## src/rtl/grey_pkg.sv

```systemverilog
// Shared reflected-binary (grey) helpers used by the counter, the decoder and the benches.
// Functions work on a fixed maximum width; callers zero-extend in and size-cast the result back.
package grey_pkg;

  localparam int GREY_MAX_W = 32;

  localparam logic [GREY_MAX_W-1:0] GREY_ALL_ONES = {GREY_MAX_W{1'b1}};
  localparam logic [GREY_MAX_W-1:0] GREY_ZERO     = {GREY_MAX_W{1'b0}};

  function automatic logic [GREY_MAX_W-1:0] bin_to_grey(input logic [GREY_MAX_W-1:0] b);
    return b ^ (b >> 1);
  endfunction

  // Prefix XOR from the MSB down; zero-extended upper bits leave the result unchanged.
  function automatic logic [GREY_MAX_W-1:0] grey_to_bin(input logic [GREY_MAX_W-1:0] g);
    logic [GREY_MAX_W-1:0] b;
    b[GREY_MAX_W-1] = g[GREY_MAX_W-1];
    for (int i = GREY_MAX_W - 2; i >= 0; i--) begin
      b[i] = b[i+1] ^ g[i];
    end
    return b;
  endfunction

endpackage

```

## src/rtl/bintogrey_cnt.sv

```systemverilog
// Registered binary up/down counter with a registered grey-code copy and a rollover pulse.
// The grey register is fed from the next binary value so bin and grey update on the same edge.
module bintogrey_cnt
  import grey_pkg::*;
#(
  parameter int WIDTH = 4
) (
  input  logic             clk,
  input  logic             rst_n,
  input  logic             en,
  input  logic             up,
  input  logic             load,
  input  logic [WIDTH-1:0] load_bin,
  output logic [WIDTH-1:0] bin,
  output logic [WIDTH-1:0] grey,
  output logic             wrap
);

  localparam logic [WIDTH-1:0] TC_ONES = WIDTH'(GREY_ALL_ONES);
  localparam logic [WIDTH-1:0] TC_ZERO = WIDTH'(GREY_ZERO);
  localparam logic [WIDTH-1:0] STEP    = {{(WIDTH-1){1'b0}}, 1'b1};

  logic [WIDTH-1:0] bin_r;
  logic [WIDTH-1:0] grey_r;
  logic             wrap_r;
  logic [WIDTH-1:0] bin_next_s;
  logic [WIDTH-1:0] grey_next_s;
  logic             wrap_next_s;

  // Next-state: load beats count beats hold; wrap flags only a counting rollover.
  always_comb begin
    bin_next_s  = bin_r;
    wrap_next_s = 1'b0;
    if (load) begin
      bin_next_s  = load_bin;
      wrap_next_s = 1'b0;
    end else if (en) begin
      if (up) begin
        bin_next_s  = bin_r + STEP;
        wrap_next_s = (bin_r == TC_ONES);
      end else begin
        bin_next_s  = bin_r - STEP;
        wrap_next_s = (bin_r == TC_ZERO);
      end
    end else begin
      bin_next_s  = bin_r;
      wrap_next_s = 1'b0;
    end
    grey_next_s = WIDTH'(bin_to_grey(GREY_MAX_W'(bin_next_s)));
  end

  // State registers.
  always_ff @(posedge clk or negedge rst_n) begin
    if (!rst_n) begin
      bin_r  <= TC_ZERO;
      grey_r <= TC_ZERO;
      wrap_r <= 1'b0;
    end else begin
      bin_r  <= bin_next_s;
      grey_r <= grey_next_s;
      wrap_r <= wrap_next_s;
    end
  end

  assign bin  = bin_r;
  assign grey = grey_r;
  assign wrap = wrap_r;

endmodule

```

## config.mk

```make
export PLATFORM = sky130hd
export DESIGN_NAME = bintogrey_cnt
export DESIGN_NICKNAME = d
export VERILOG_FILES = /design/src/rtl/grey_pkg.sv /design/src/rtl/bintogrey_cnt.sv
export SDC_FILE = /design/constraint.sdc
export NUM_CORES = 1
export LEC_CHECK = 0
export ABC_AREA = 1
export CAP_MARGIN = 10
export CORE_AREA = 2 2 39 41
export DETAILED_ROUTE_END_ITERATION = 12
export DIE_AREA = 0 0 41 43
export GPL_ROUTABILITY_DRIVEN = 0
export HOLD_SLACK_MARGIN = 0.05
export PLACE_DENSITY = 0.66
export SLEW_MARGIN = 20
export SYNTH_ARGS = -nofsm -noshare
export SYNTH_HDL_FRONTEND = slang
export SYNTH_SLANG_ARGS = --single-unit
```

## constraint.sdc

```tcl
create_clock -name clk -period 3.8 [get_ports clk]
set_input_delay 0.95 -clock clk [delete_from_list [all_inputs] [get_ports clk]]
set_output_delay 0.95 -clock clk [all_outputs]
set_load 0.01 [all_outputs]
```

==> impl.org <==
** Floorplan
- For this configuration, the core starts out at a cell density of 0.3499.
- The die is 41 um wide.
- Die area :: 0.001763 mm^2
- Cell row count :: 14
- The core region is 0.001384 mm^2.
- From bottom edge to top edge, the die measures about 43 um.
- 18 I/O pins were placed.

** GRT
- After global routing the overflow that remains totals 0.
- Maximum number of pins on one net before global-route repair :: 9
- In the global route stage, overall resource usage came out at 0.1385.
- Number of global-route vias before repair :: about 400
- Global-route wire length before repair :: between 1500 and 2000 um
- The number of antenna violations at the first check in global routing is 0.

** Cells and area
- The number of antenna diodes in the final layout is 0.
- Final layout net count :: 93
- Filler Cells Inserted :: roughly 140
- Registers take 200.2 um^2.
- From synthesis to final layout, the design area changed by 42.38%.
- Of the cells placed in the final design, the portion with a size suffix greater than 1 is 0.1392.
- Commonest cells after routing, fill and taps aside :: nand2_1, clkdlybuf4s50_1, dfrtp_1
- The multi-input combinational cells in the finished layout cover a total of around 240 um^2.

** Worst setup path
- Of all nets on the critical path, the largest fanout is 5.
- Crit path required time :: a little under 4 ns
- The critical path crosses 8 cells after its start point.
- Category of the worst setup path capture point :: register
- The signal on the critical path passes through clkdlybuf4s50_1 -> inv_2 -> fa_1 -> nand2_1 -> nand2_1 -> nand2_1 -> o21a_2 -> xor2_1.
- Category of cells accounting for the largest share of critical-path delay :: buffers and inverters
- On the critical path, the stage with the largest delay is an instance of fa_1.
- Counting cells, the worst reg-to-reg path comes to 6.
- Worst Path Buf+Inv :: 2
- The worst register-to-register path begins at bin[0]$_DFF_PN0_.
- In this run the register-to-register setup slack is roughly 2.2 ns.
- The worst setup path is launched from an input pin.
- By startpoint and endpoint, the worst setup path is classified as input pin to register.
- Most Frequent Cell on Critical Path :: nand2_1
- The worst register-to-register path ends at grey[1]$_DFF_PN0_.
- At the worst endpoint, the arrival time is about 2.6 ns.
- Largest stage delay on the critical path :: approximately 0.54 ns

** Detailed routing
- In the final routed layout, each cell accounts on average for between 9 and 10 um.
- Routed signal wires occupy layers up through met3.
- Ratio of routed vias to standard cells :: 4.663
- Total length of routed met3 wires :: between 50 and 60 um
- The count of nets left with antenna violations once routing finished came out at 0.
- Wire segments on met2 add up to ~450 um in the final route.
- Number of DRC markers after the initial detailed-route iteration :: 8
- Detailed-route wire length on metal 1 :: around 400 um
- The final layout contains routed wiring with a total length of 913 um.
- Total via count after detailed routing :: about 440
- The first detailed-routing pass ran for 4 iterations.
- In the routed design, unresolved DRC markers number 0.

** Logic synthesis
- For this run, the register share of the synthesized area comes to 0.4134.
- Flops & latches, synth :: 8
- The biggest area contributor in the post-synthesis netlist is dfrtp_1.
- Synthesized cell area :: between 400 and 500 um^2
- Number of cells produced by synthesis :: 60
- Post-Synthesis Net Count :: roughly 70
- In this run the mean area of a mapped cell was 8.070 um^2.
- Of the post-synthesis cell area, the dominant cell type holds 0.4134.
- For this run, the number of Yosys warnings is 0.
- By area the synthesized netlist is led by dfrtp_1, nand2_1, ha_1, fa_1, inv_1.
- Number of distinct library cells after synthesis :: 20

** Clock tree
- After clock tree synthesis, the clock-pin slew on the worst setup and hold paths is about 0.050 ns.
- Maximum buffer depth of the clock tree :: 2
- TritonCTS created 3 clock buffers.
- Number of sinks on the clock net :: 8
- Buffers inserted to repair hold after CTS numbered 0.
- Post-CTS Repair Setup Buffers :: 0
- CTS placed an instance of clkbuf_4 at the clock tree root.
- CTS built an H-tree with a depth of 1.
- TritonCTS built the clock tree.
- At the later pin of the worst-skew pair, clock insertion delay measures between 0.2 and 0.3 ns.
- Gates resized during post-CTS repair numbered 0.

** Worst hold path
- Hold endpoint :: wrap$_DFF_PN0_
- Hold Crit Class :: register to register
- Worst Hold Launch :: bin[2]$_DFF_PN0_
- Hold Crit Depth :: 3

** Flow run
- Max-cap violations in this run came to 0.

** Power and ir drop
- Standby leakage power :: 0.3344 nW
- Power spread over the standard cell area amounts to around 390 mW/mm^2.
- Highest ir drop seen on vdd :: 0.0002486 V

** STA
- Headroom to the max-slew limit came out at 0.7658.
- Setup slack of the critical path after layout :: 1.340 ns
- Static timing analysis puts the maximum clock frequency at slightly above 0.4 GHz.
- Setup repair after global routing left no endpoint under its margin.
- Final hold vios :: 0
- Setup total negative slack on the finished layout was measured at 0 ns.
- The clock arrives with 0.005868 ns of skew.
- Final slew viol count :: 0
- Final critical delay including setup and external delays :: about 2.5 ns
- Count of final setup violators :: 0
- Crit share post-route :: 0.6473
- At the pin with the least slew margin, the transition time is 0.3502 ns.

** Status
- The flow ran to the end, and the final reports show no timing, DRC or antenna violations.

** Placed design
- The count of buffers added on input and output ports is 17.
- HPWL after detailed placement :: ~750 um
- Worst setup timing slack at the placement stage :: ~1.1 ns
-- power breakdown --
| part | internal [mW] | switching (mW) |
|---|---|---|
| registers | 0.0984 | 0.0113 |
| logic | 0.0527 | 0.0438 |
| clock network | 0.0359 | 0.0258 |
-- Yosys cell counts --
| cell | count |
|---|---|
| nor3_1 | 2 |
| nand2_1 | 17 |
| or2_1 | 1 |
| dfrtp_1 | 8 |
| xor2_1 | 2 |
| o211ai_1 | 1 |
| buf_4 | 1 |
| o21a_2 | 1 |
| inv_2 | 5 |
| fa_1 | 1 |
| a41oi_1 | 1 |
| xnor2_1 | 1 |
| nand3_1 | 3 |
| inv_1 | 5 |
| ha_1 | 2 |
| a21oi_1 | 3 |
| o21ai_1 | 2 |
| or2_2 | 1 |
| o21ai_2 | 1 |
| nor2_1 | 2 |
-- cell type report --
type                            count  area share
Clock buffer                        3     0.03267
Inverter                           10     0.05445
Tap cell                           16     0.02904
Sequential cell                     8      0.2904
Timing Repair Buffer               17      0.2468
Multi-Input combinational cell     41      0.3466
-- worst max path at each step --
| stage | startpoint | endpoint | slack, ns |
|---|---|---|---|
| after floorplan | up | grey[1]$_DFF_PN0_ | 1.75 |
| after global placement | up | grey[1]$_DFF_PN0_ | 1.08 |
| after detailed placement | up | grey[1]$_DFF_PN0_ | 1.09 |
| after CTS | up | grey[1]$_DFF_PN0_ | 1.34 |
| after global routing | up | grey[2]$_DFF_PN0_ | 1.25 |
| final | up | grey[1]$_DFF_PN0_ | 1.34 |
-- flip-flops by register name, summed over array words and instances, names as in the netlist --
register	count
wrap	1
bin	4
grey	3
-- through the flow --
step | hold WS [ns] | util | instance area (um^2) | total power [mW] | cells
floorplan | 0.6544 | - | 484.2 | 0.1613 | 60
global placement | 0.6603 | 0.4819 | 666.9 | 0.2074 | 92
detailed placement | 0.6589 | 0.4819 | 666.9 | 0.2089 | 92
CTS | 0.6605 | 0.4982 | 689.4 | 0.2736 | 95
global route | 0.7330 | 0.4982 | 689.4 | 0.2943 | 95
finish | 0.6576 | 0.4982 | 689.4 | 0.2680 | 95
-- metal layers --
layer  vias up  GRT usage
li1        229          -
met1       199     0.1650
met2        15     0.2063
met3         0    0.07853
met4         0    0.04000
met5         -          0
-- kinds of logic (layout without fill, tap and decap cells) --
kind of cell | after synthesis | count (layout) | share of synthesized area
buf+inv | 11 | 30 | 0.09304
fa+ha+maj | 3 | 3 | 0.09302
compound gates | 9 | 9 | 0.1215
simple gates | 26 | 26 | 0.2248
xor+xnor | 3 | 3 | 0.05427
flops | 8 | 8 | 0.4134
-- tightest hold or removal path, delay by kind of cell (launching register included) --
| kind | cells | cell delay [ns] |
|---|---|---|
| flops | 1 | 0.41 |
| simple gates | 3 | 0.21 |
Note: power is estimated with default switching activity, not from simulation.
